### src/rtl/wash_cycle_sequencer.sv
// Washing-machine program sequencer: fill, detergent, wash, drain, rinses, spin.
// Owns the door lock, valves and motor. A down-counter times the motor phases and a
// watchdog bounds the fill/drain phases. Outputs are registered decodes of the next
// state, so they line up cycle-for-cycle with state_o.
//
//  state     | meaning
//  ----------+-----------------------------------------------------------
//  IDLE      | waiting for start with the door shut
//  FILL      | inlet valve open until filled (watchdog running)
//  DETERGENT | waiting for the detergent dispenser acknowledge
//  WASH      | soap wash, motor on for WASH_TICKS cycles
//  DRAIN     | drain open until drained (watchdog running)
//  RFILL     | rinse refill until filled (watchdog running)
//  RINSE     | water wash, motor on for RINSE_TICKS cycles
//  RDRAIN    | rinse drain until drained, then count one rinse off
//  SPIN      | motor and drain on for SPIN_TICKS cycles
//  DONE      | program complete, door released, waits for start to drop
//  FAULT     | latched; drains, unlocks once dry, leaves when dry and start low
//  ABORT     | drains, returns to IDLE when dry
module wash_cycle_sequencer #(
    parameter int unsigned CNT_W       = 8,
    parameter int unsigned WASH_TICKS  = 20,
    parameter int unsigned RINSE_TICKS = 10,
    parameter int unsigned SPIN_TICKS  = 15,
    parameter int unsigned RINSES      = 2,
    parameter int unsigned FILL_LIMIT  = 50,
    parameter int unsigned DRAIN_LIMIT = 50
) (
    input  logic       clk,
    input  logic       reset,
    input  logic       start,
    input  logic       abort,
    input  logic       door_close,
    input  logic       filled,
    input  logic       drained,
    input  logic       detergent_added,
    output logic       door_lock,
    output logic       fill_valve_on,
    output logic       drain_valve_on,
    output logic       motor_on,
    output logic       soap_wash,
    output logic       water_wash,
    output logic       done,
    output logic       fault,
    output logic [3:0] state_o
);

    typedef enum logic [3:0] {
        S_IDLE      = 4'd0,
        S_FILL      = 4'd1,
        S_DETERGENT = 4'd2,
        S_WASH      = 4'd3,
        S_DRAIN     = 4'd4,
        S_RFILL     = 4'd5,
        S_RINSE     = 4'd6,
        S_RDRAIN    = 4'd7,
        S_SPIN      = 4'd8,
        S_DONE      = 4'd9,
        S_FAULT     = 4'd10,
        S_ABORT     = 4'd11
    } state_t;

    localparam logic [CNT_W-1:0] WASH_LOAD  = CNT_W'(WASH_TICKS - 1);
    localparam logic [CNT_W-1:0] RINSE_LOAD = CNT_W'(RINSE_TICKS - 1);
    localparam logic [CNT_W-1:0] SPIN_LOAD  = CNT_W'(SPIN_TICKS - 1);
    localparam logic [CNT_W-1:0] FILL_LAST  = CNT_W'(FILL_LIMIT - 1);
    localparam logic [CNT_W-1:0] DRAIN_LAST = CNT_W'(DRAIN_LIMIT - 1);
    localparam logic [CNT_W-1:0] RINSE_INIT = CNT_W'(RINSES);

    state_t           state;
    state_t           next_state;
    logic [CNT_W-1:0] timer;
    logic [CNT_W-1:0] watchdog;
    logic [CNT_W-1:0] rinse_cnt;
    logic [CNT_W-1:0] rinse_dec;
    logic             fault_dry;
    logic             run_state;
    logic             watch_state;
    logic             door_lock_d, fill_d, drain_d, motor_d, soap_d, water_d, done_d, fault_d;

    // Locked program states: door-open faults and abort apply only here.
    assign run_state   = (state != S_IDLE) && (state != S_DONE) &&
                         (state != S_FAULT) && (state != S_ABORT);
    assign watch_state = (state == S_FILL) || (state == S_RFILL) ||
                         (state == S_DRAIN) || (state == S_RDRAIN);
    assign rinse_dec   = rinse_cnt - 1'b1;
    assign state_o     = state;

    // Next-state logic; a sensor arriving on the limit cycle wins over the watchdog.
    always_comb begin
        next_state = state;
        case (state)
            S_IDLE:      if (start && door_close) next_state = S_FILL;
            S_FILL: begin
                if (filled)                      next_state = S_DETERGENT;
                else if (watchdog == FILL_LAST)  next_state = S_FAULT;
            end
            S_DETERGENT: if (detergent_added) next_state = S_WASH;
            S_WASH:      if (timer == '0) next_state = S_DRAIN;
            S_DRAIN: begin
                if (drained)                     next_state = (rinse_cnt != '0) ? S_RFILL : S_SPIN;
                else if (watchdog == DRAIN_LAST) next_state = S_FAULT;
            end
            S_RFILL: begin
                if (filled)                      next_state = S_RINSE;
                else if (watchdog == FILL_LAST)  next_state = S_FAULT;
            end
            S_RINSE:     if (timer == '0) next_state = S_RDRAIN;
            S_RDRAIN: begin
                if (drained)                     next_state = (rinse_dec != '0) ? S_RFILL : S_SPIN;
                else if (watchdog == DRAIN_LAST) next_state = S_FAULT;
            end
            S_SPIN:      if (timer == '0) next_state = S_DONE;
            S_DONE:      if (!start) next_state = S_IDLE;
            S_FAULT:     if (drained && !start) next_state = S_IDLE;
            S_ABORT:     if (drained) next_state = S_IDLE;
            default:     next_state = S_IDLE;
        endcase
        if (run_state) begin
            if (!door_close)  next_state = S_FAULT;
            else if (abort)   next_state = S_ABORT;
        end
    end

    // Output decode of the state being entered, registered alongside the state.
    always_comb begin
        door_lock_d = 1'b0;
        fill_d      = 1'b0;
        drain_d     = 1'b0;
        motor_d     = 1'b0;
        soap_d      = 1'b0;
        water_d     = 1'b0;
        done_d      = 1'b0;
        fault_d     = 1'b0;
        case (next_state)
            S_FILL, S_RFILL:  begin door_lock_d = 1'b1; fill_d = 1'b1; end
            S_DETERGENT:      door_lock_d = 1'b1;
            S_WASH:           begin door_lock_d = 1'b1; motor_d = 1'b1; soap_d = 1'b1; end
            S_DRAIN, S_RDRAIN: begin door_lock_d = 1'b1; drain_d = 1'b1; end
            S_RINSE:          begin door_lock_d = 1'b1; motor_d = 1'b1; water_d = 1'b1; end
            S_SPIN:           begin door_lock_d = 1'b1; motor_d = 1'b1; drain_d = 1'b1; end
            S_DONE:           done_d = 1'b1;
            S_ABORT:          begin door_lock_d = 1'b1; drain_d = 1'b1; end
            S_FAULT: begin
                drain_d     = 1'b1;
                fault_d     = 1'b1;
                // The door stays locked until the drum has been seen empty once.
                door_lock_d = !((state == S_FAULT) && (fault_dry || drained));
            end
            default: ;
        endcase
    end

    // State register and registered outputs.
    always_ff @(posedge clk or posedge reset) begin
        if (reset) begin
            state          <= S_IDLE;
            door_lock      <= 1'b0;
            fill_valve_on  <= 1'b0;
            drain_valve_on <= 1'b0;
            motor_on       <= 1'b0;
            soap_wash      <= 1'b0;
            water_wash     <= 1'b0;
            done           <= 1'b0;
            fault          <= 1'b0;
        end else begin
            state          <= next_state;
            door_lock      <= door_lock_d;
            fill_valve_on  <= fill_d;
            drain_valve_on <= drain_d;
            motor_on       <= motor_d;
            soap_wash      <= soap_d;
            water_wash     <= water_d;
            done           <= done_d;
            fault          <= fault_d;
        end
    end

    // Phase timer, watchdog, rinse counter and the FAULT dry flag.
    always_ff @(posedge clk or posedge reset) begin
        if (reset) begin
            timer     <= '0;
            watchdog  <= '0;
            rinse_cnt <= '0;
            fault_dry <= 1'b0;
        end else begin
            if (next_state != state) begin
                watchdog <= '0;
                case (next_state)
                    S_WASH:  timer <= WASH_LOAD;
                    S_RINSE: timer <= RINSE_LOAD;
                    S_SPIN:  timer <= SPIN_LOAD;
                    default: timer <= '0;
                endcase
            end else begin
                if (timer != '0) timer <= timer - 1'b1;
                if (watch_state) watchdog <= watchdog + 1'b1;
            end
            if ((state == S_IDLE) && (next_state == S_FILL))
                rinse_cnt <= RINSE_INIT;
            else if ((state == S_RDRAIN) && ((next_state == S_RFILL) || (next_state == S_SPIN)))
                rinse_cnt <= rinse_dec;
            fault_dry <= (state == S_FAULT) && (fault_dry || drained);
        end
    end

endmodule
### config.mk
export PLATFORM = sky130hd
export DESIGN_NAME = wash_cycle_sequencer
export DESIGN_NICKNAME = d
export VERILOG_FILES = /design/src/rtl/wash_cycle_sequencer.sv
export SDC_FILE = /design/constraint.sdc
export NUM_CORES = 1
export LEC_CHECK = 0
export BUFFER_PORTS_ARGS = -buffer_cell sky130_fd_sc_hd__buf_4
export CORE_ASPECT_RATIO = 0.7
export CORE_MARGIN = 2
export CORE_UTILIZATION = 40
export DETAILED_ROUTE_END_ITERATION = 8
export SYNTH_ARGS = -nofsm -noshare
export SYNTH_HDL_FRONTEND = slang
export SYNTH_SLANG_ARGS = --single-unit
export TNS_END_PERCENT = 50
### constraint.sdc
create_clock -name clk -period 7.6 [get_ports clk]
set_input_delay 1.9 -clock clk [delete_from_list [all_inputs] [get_ports clk]]
set_output_delay 1.9 -clock clk [all_outputs]
set_load 0.02 [all_outputs]
### Yosys cells after proc, flatten, opt, wreduce, memory -nomap -nowiden

Index checks and enable logic that the tools add are counted.

| storage, ports and cells | value |
|---|---|
| register bits after elaboration | 37 |
| logic and storage cells | 105 |
| input port bits | 8 |
| output and inout bits | 12 |

| cells by class | value |
|---|---|
| reduce and logical (&&, ||, !) cells | 28 |
| add/sub/neg operators | 3 |
| equality and inequality tests | 27 |
| mux-type cells | 34 |

Operators by type and width:

| operator | count |
|---|---|
| 4-bit 2-to-1 mux | 18 |
| 8-bit 2-to-1 mux | 6 |
| 4-bit one-hot mux with 12 select lines | 1 |
| 4-bit by 3-bit == test with 1-bit output (second input constant) | 8 |
| 4-bit == test (second input constant) | 8 |
| 8-bit nonzero test | 3 |
| 4-bit by 2-bit == test with 1-bit output (second input constant) | 4 |
| 8-bit by 1-bit subtractor with 8-bit output (second input constant) | 2 |
| 5-bit one-hot mux with 3 select lines | 1 |
| 4-bit != test (second input constant) | 3 |
| 9-bit OR reduction | 1 |
| 8-bit by 1-bit adder with 8-bit output (second input constant) | 1 |
| 4-bit by 1-bit == test with 1-bit output (second input constant) | 2 |
| 8-bit by 6-bit == test with 1-bit output (second input constant) | 1 |
| 1-bit logical AND | 8 |
| 8-bit zero test | 1 |
| 1-bit 2-to-1 mux | 7 |
| 2-bit nonzero test | 3 |
| 1-bit logical OR | 5 |
| 5-bit OR reduction | 1 |
| 4-bit zero test | 1 |
| 4-bit != test | 1 |
| 4-bit nonzero test | 1 |
| 3-bit OR reduction | 1 |
| other kinds (3) | 4 |

### Depth between registers and ports, before layout

| depth | value |
|---|---|
| depth in word-level cells | 13 |
| mapped depth | 12 |
| gate-level depth less buffers | 11 |

### Least setup slack after synthesis

Ideal clock, no wire load.

| timing path | value |
|---|---|
| kind | input to register |
| start | input drained |
| end | register timer[2] |
| data required time | 7.475 ns |
| library setup time | 0.125 ns |
| path buffers | 0 |
| data arrival time | 3.580 ns |
| slack | 3.895 ns |
| stages | 9 |
| cell sequence | nor2b_1 maj3_1 a311oi_1 and2_1 inv_1 nand2_1 a221oi_2 nand3_2 mux2_4 |

| between the ends | value |
|---|---|
| word-level cells in the longest chain between the ends | 9 |
| elaborated cells between the ends (all ways) | 16 |
| classes of those cells | 4 x eq/ne; 10 x mux; 2 x reduce/logical |

RTL lines:

| item | line | text |
|---|---|---|
| start: declaration | 35 | `input logic drained,` |
| 1-bit logical AND | 115 | `S_FAULT: if (drained && !start) next_state = S_IDLE;` |
| 4-bit 2-to-1 mux | 115 |  |
| 4-bit one-hot mux with 12 select lines (*) | 92 | `case (state)` |
| 4-bit 2-to-1 mux | 121 | `else if (abort) next_state = S_ABORT;` |
| 4-bit 2-to-1 mux | 120 | `if (!door_close) next_state = S_FAULT;` |
| 4-bit 2-to-1 mux (*) | 119 | `if (run_state) begin` |
| net next_state[1] | 71 | `state_t next_state;` |
| 4-bit == test (tied with other cells) | 189 | `case (next_state)` |
| 5-bit one-hot mux with 3 select lines | 189 |  |
| 8-bit 2-to-1 mux | 187 | `if (next_state != state) begin` |
| end signal: assignment | 196 | `if (timer != '0) timer <= timer - 1'b1;` |
| end: declaration | 72 | `logic [CNT_W-1:0] timer;` |

Mark *: on every way through the listed nets, which the timed path passes. The rest lies on a longest branch.
A chain may end at the register's enable or synchronous reset.

### Worst setup path after layout

| timing path | value |
|---|---|
| start | input abort |
| end | register timer[2] |

| between the ends | value |
|---|---|
| word-level cells in the longest chain between the ends | 6 |
| elaborated cells between the ends (all ways) | 10 |
| classes of those cells | 4 x eq/ne; 5 x mux; 1 x reduce/logical |

RTL lines:

| item | line | text |
|---|---|---|
| start: declaration | 32 | `input logic abort,` |
| 4-bit 2-to-1 mux (*) | 121 |  |
| 4-bit 2-to-1 mux (*) | 120 |  |
| 4-bit 2-to-1 mux (*) | 119 |  |
| net next_state[1] | 71 |  |
| 4-bit == test (tied with other cells) | 189 |  |
| 5-bit one-hot mux with 3 select lines | 189 |  |
| 8-bit 2-to-1 mux | 187 |  |

Marks and branches as above.

==> out/qor.yml <==
status:
  outcome: "complete, no violations"
routing:
  drt_pre_antenna_iters: 4
  drc_errors: 0
  initialDrtViolationCount: 122
  drt-wirelength-per-cell_um: 15.1
  postRouteAntennaNets: 0
  drt_wl_total_mm: 5.47
  detailroute.via_count: 2007
  vias_per_cell: 5.56
clock_tree:
  cts_hold_buf: 0
  clkSinkCount: 37
  h-tree-depth: 2
  clk_pin_slew_ns: 0.08
  numCtsBuffers: 5
  cts_tree: "yes"
  worstSkewPairLatency_ns: 0.29
  clockBufferDepth: 2
  post_cts_resized: 0
  cts-root-buf: "clkbuf_8"
  postCtsSetupRepairBufs: 0
floorplanning:
  die_area_um2: 6600
  initial_core_util_pct: 41.6
  die_y_um: 68.6
  core.rowCount: 23
  core_um2: 5730
  die_width_um: 96.2
  ios: 20
global_route:
  grt_max_degree: 38
  antenna_found_initial: 0
  grt_pass1_wl_mm: 8.80
  overflow: 0
  first_global_vias: 1732
  grt_use_total_pct: 17.7
finish:
  final_common_cell: "dfrtp_1"
  area_growth_pct: 13.8
  final_cell_mix: "dfrtp_1 (37), nand2_1 (29), nor2_1 (26), o21ai_0 (22), buf_4 (20)"
  nNetsFinal: 299
  drive_gt1_share_pct: 14.3
  num_antenna_cells: 0
  fin_util_pct: 47.3
placement:
  pre_cts_ws_ns: 3.31
  place.detailed.hpwl_mm: 4.00
  io_buffers: 19
  gp_congestion: 0.906
pwr:
  peakVddDrop_v: 0.000145
  p_leak_nw: 1.20
  p_per_area_nw_per_um2: 434
worst_setup_path:
  critPathKind: "primary input to flip-flop"
  cp_max_fo: 16
  critPathRequiredTime_ns: 7.78
  worstSetupEndpointType: "flip-flop"
  cp.arrival_ns: 4.15
  worstSetupStartpointType: "primary input"
sta:
  hold_viol: 0
  tightest_slew_ns: 0.650
  layout_min_cycle_time_ns: 3.96
  min_period_over_period_pct: 52.2
  final.setup.tns_ns: 0
  fmax_mhz: 252
  rsz0062_at_grt: "no"
  skew_ns: 0.00625
  setup_viol: 0
  slew_viol_final: 0
  relSlewSlack_pct: 56.7
  fin_ws_ns: 3.64
logic_synthesis:
  ys_ff_latch: 37
  synth_edf_count: 0
  yosys_most_used_dff: "dfrtp_1"
  synth_cell_types: 59
  yosysWarnings: 0
  syn-cell-area_um2: 2380
  syn-num-nets: 283
  async_flop_share_pct: 100
  netlist_instances: 269
  synth-seq-area-share_pct: 38.9
  synth_area_per_cell_um2: 8.85
hold_path:
  min_path_type: "flip-flop to flip-flop"
run:
  cap_violations: 0
## critical path, stage by stage
cell and delay (ns):
buf_4 0.09, inv_1 0.03, a221oi_1 0.46, a311oi_1 0.16
and2_1 0.25, inv_1 0.12, nand2_1 0.07, a221oi_2 0.26
nand3_2 0.38, mux2_4 0.42
## cell usage after synthesis, types with 5 or more instances
| master | number | area share (%) |
|---|---|---|
| dfrtp_1 | 37 | 39 |
| nand2_1 | 29 | 4.6 |
| nor2_1 | 26 | 4.1 |
| o21ai_0 | 22 | 4.6 |
| inv_1 | 14 | 2.2 |
| a21oi_1 | 11 | 2.3 |
| nor3_1 | 9 | 1.9 |
| nor2b_1 | 8 | 2.1 |
| xnor2_1 | 7 | 2.6 |
| clkbuf_1 | 6 | 0.95 |
| ha_1 | 6 | 3.2 |
| xor2_1 | 6 | 2.2 |
| mux2i_1 | 5 | 2.1 |
| nand3_1 | 5 | 1.1 |
## layer usage
layer / vias up / global-route usage [%] / share of wire [%]
met5: - / 0 / 0
met3: 7 / 3.37 / 5.2
li1: 1002 / - / -
met2: 51 / 24.0 / 39
met1: 947 / 28.6 / 55
met4: 0 / 3.75 / 0.88
## per-stage QoR
stage | area [um2] | std cells | hold WS, ns | total power (W)
finish | 2710 | 361 | 0.568 | 0.00118
global route | 2710 | 361 | 0.605 | 0.00127
CTS | 2710 | 361 | 0.570 | 0.00118
detailed placement | 2570 | 353 | 0.549 | 0.000965
global placement | 2570 | 353 | 0.543 | 0.000957
floorplan | 2380 | 269 | 0.515 | 0.000814
## registers in the layout, summed over array words and instances, names as in the netlist
signal,flops
soap_wash,1
door_lock,1
motor_on,1
timer,8
state_o,4
fault,1
fault_dry,1
drain_valve_on,1
water_wash,1
watchdog,8
fill_valve_on,1
done,1
rinse_cnt,8
## final cells by class
class,count,area [um2]
clock buffers,5,68.8
clock inverters,3,68.8
fillers,567,3020
inverters,14,52.6
multi-input cells,207,1350
flip-flops and latches,37,926
well taps,75,93.8
repair buffers,20,150
## report_power, final
group / total (W) / leakage, nW / internal (W) / switching [W]
Combinational: 0.000633 / 0.636 / 0.000266 / 0.000367
Clock: 0.000209 / 0.0687 / 0.000132 / 0.0000772
Sequential: 0.000333 / 0.491 / 0.000249 / 0.0000833
## final timing paths
check | from | endpoint | slack [ns] | cells after the start
min reg2reg | timer[5] | timer[5] | 0.57 | 2
min in group asynchronous | reset | door_lock | 1.72 | 3
max reg2reg | state_o[2] | timer[2] | 4.35 | 9
max in group asynchronous | reset | watchdog[3] | 5.55 | 3
min | timer[5] | timer[5] | 0.57 | 2
max | abort | timer[2] | 3.64 | 10
## logic make-up (layout without fill, tap and decap cells)
family	Yosys count	count (layout)	share of synthesized area (%)
buffers and inverters	25	42	4.47
AND/OR/NAND/NOR	115	115	25.8
AO/OA/AOI/OAI	65	65	19.1
multiplexers	7	7	3.36
XOR/XNOR	13	13	4.78
adder cells (fa/ha/maj)	7	7	3.57
flip-flops	37	37	38.9
Power figures use the tool's default switching activity.
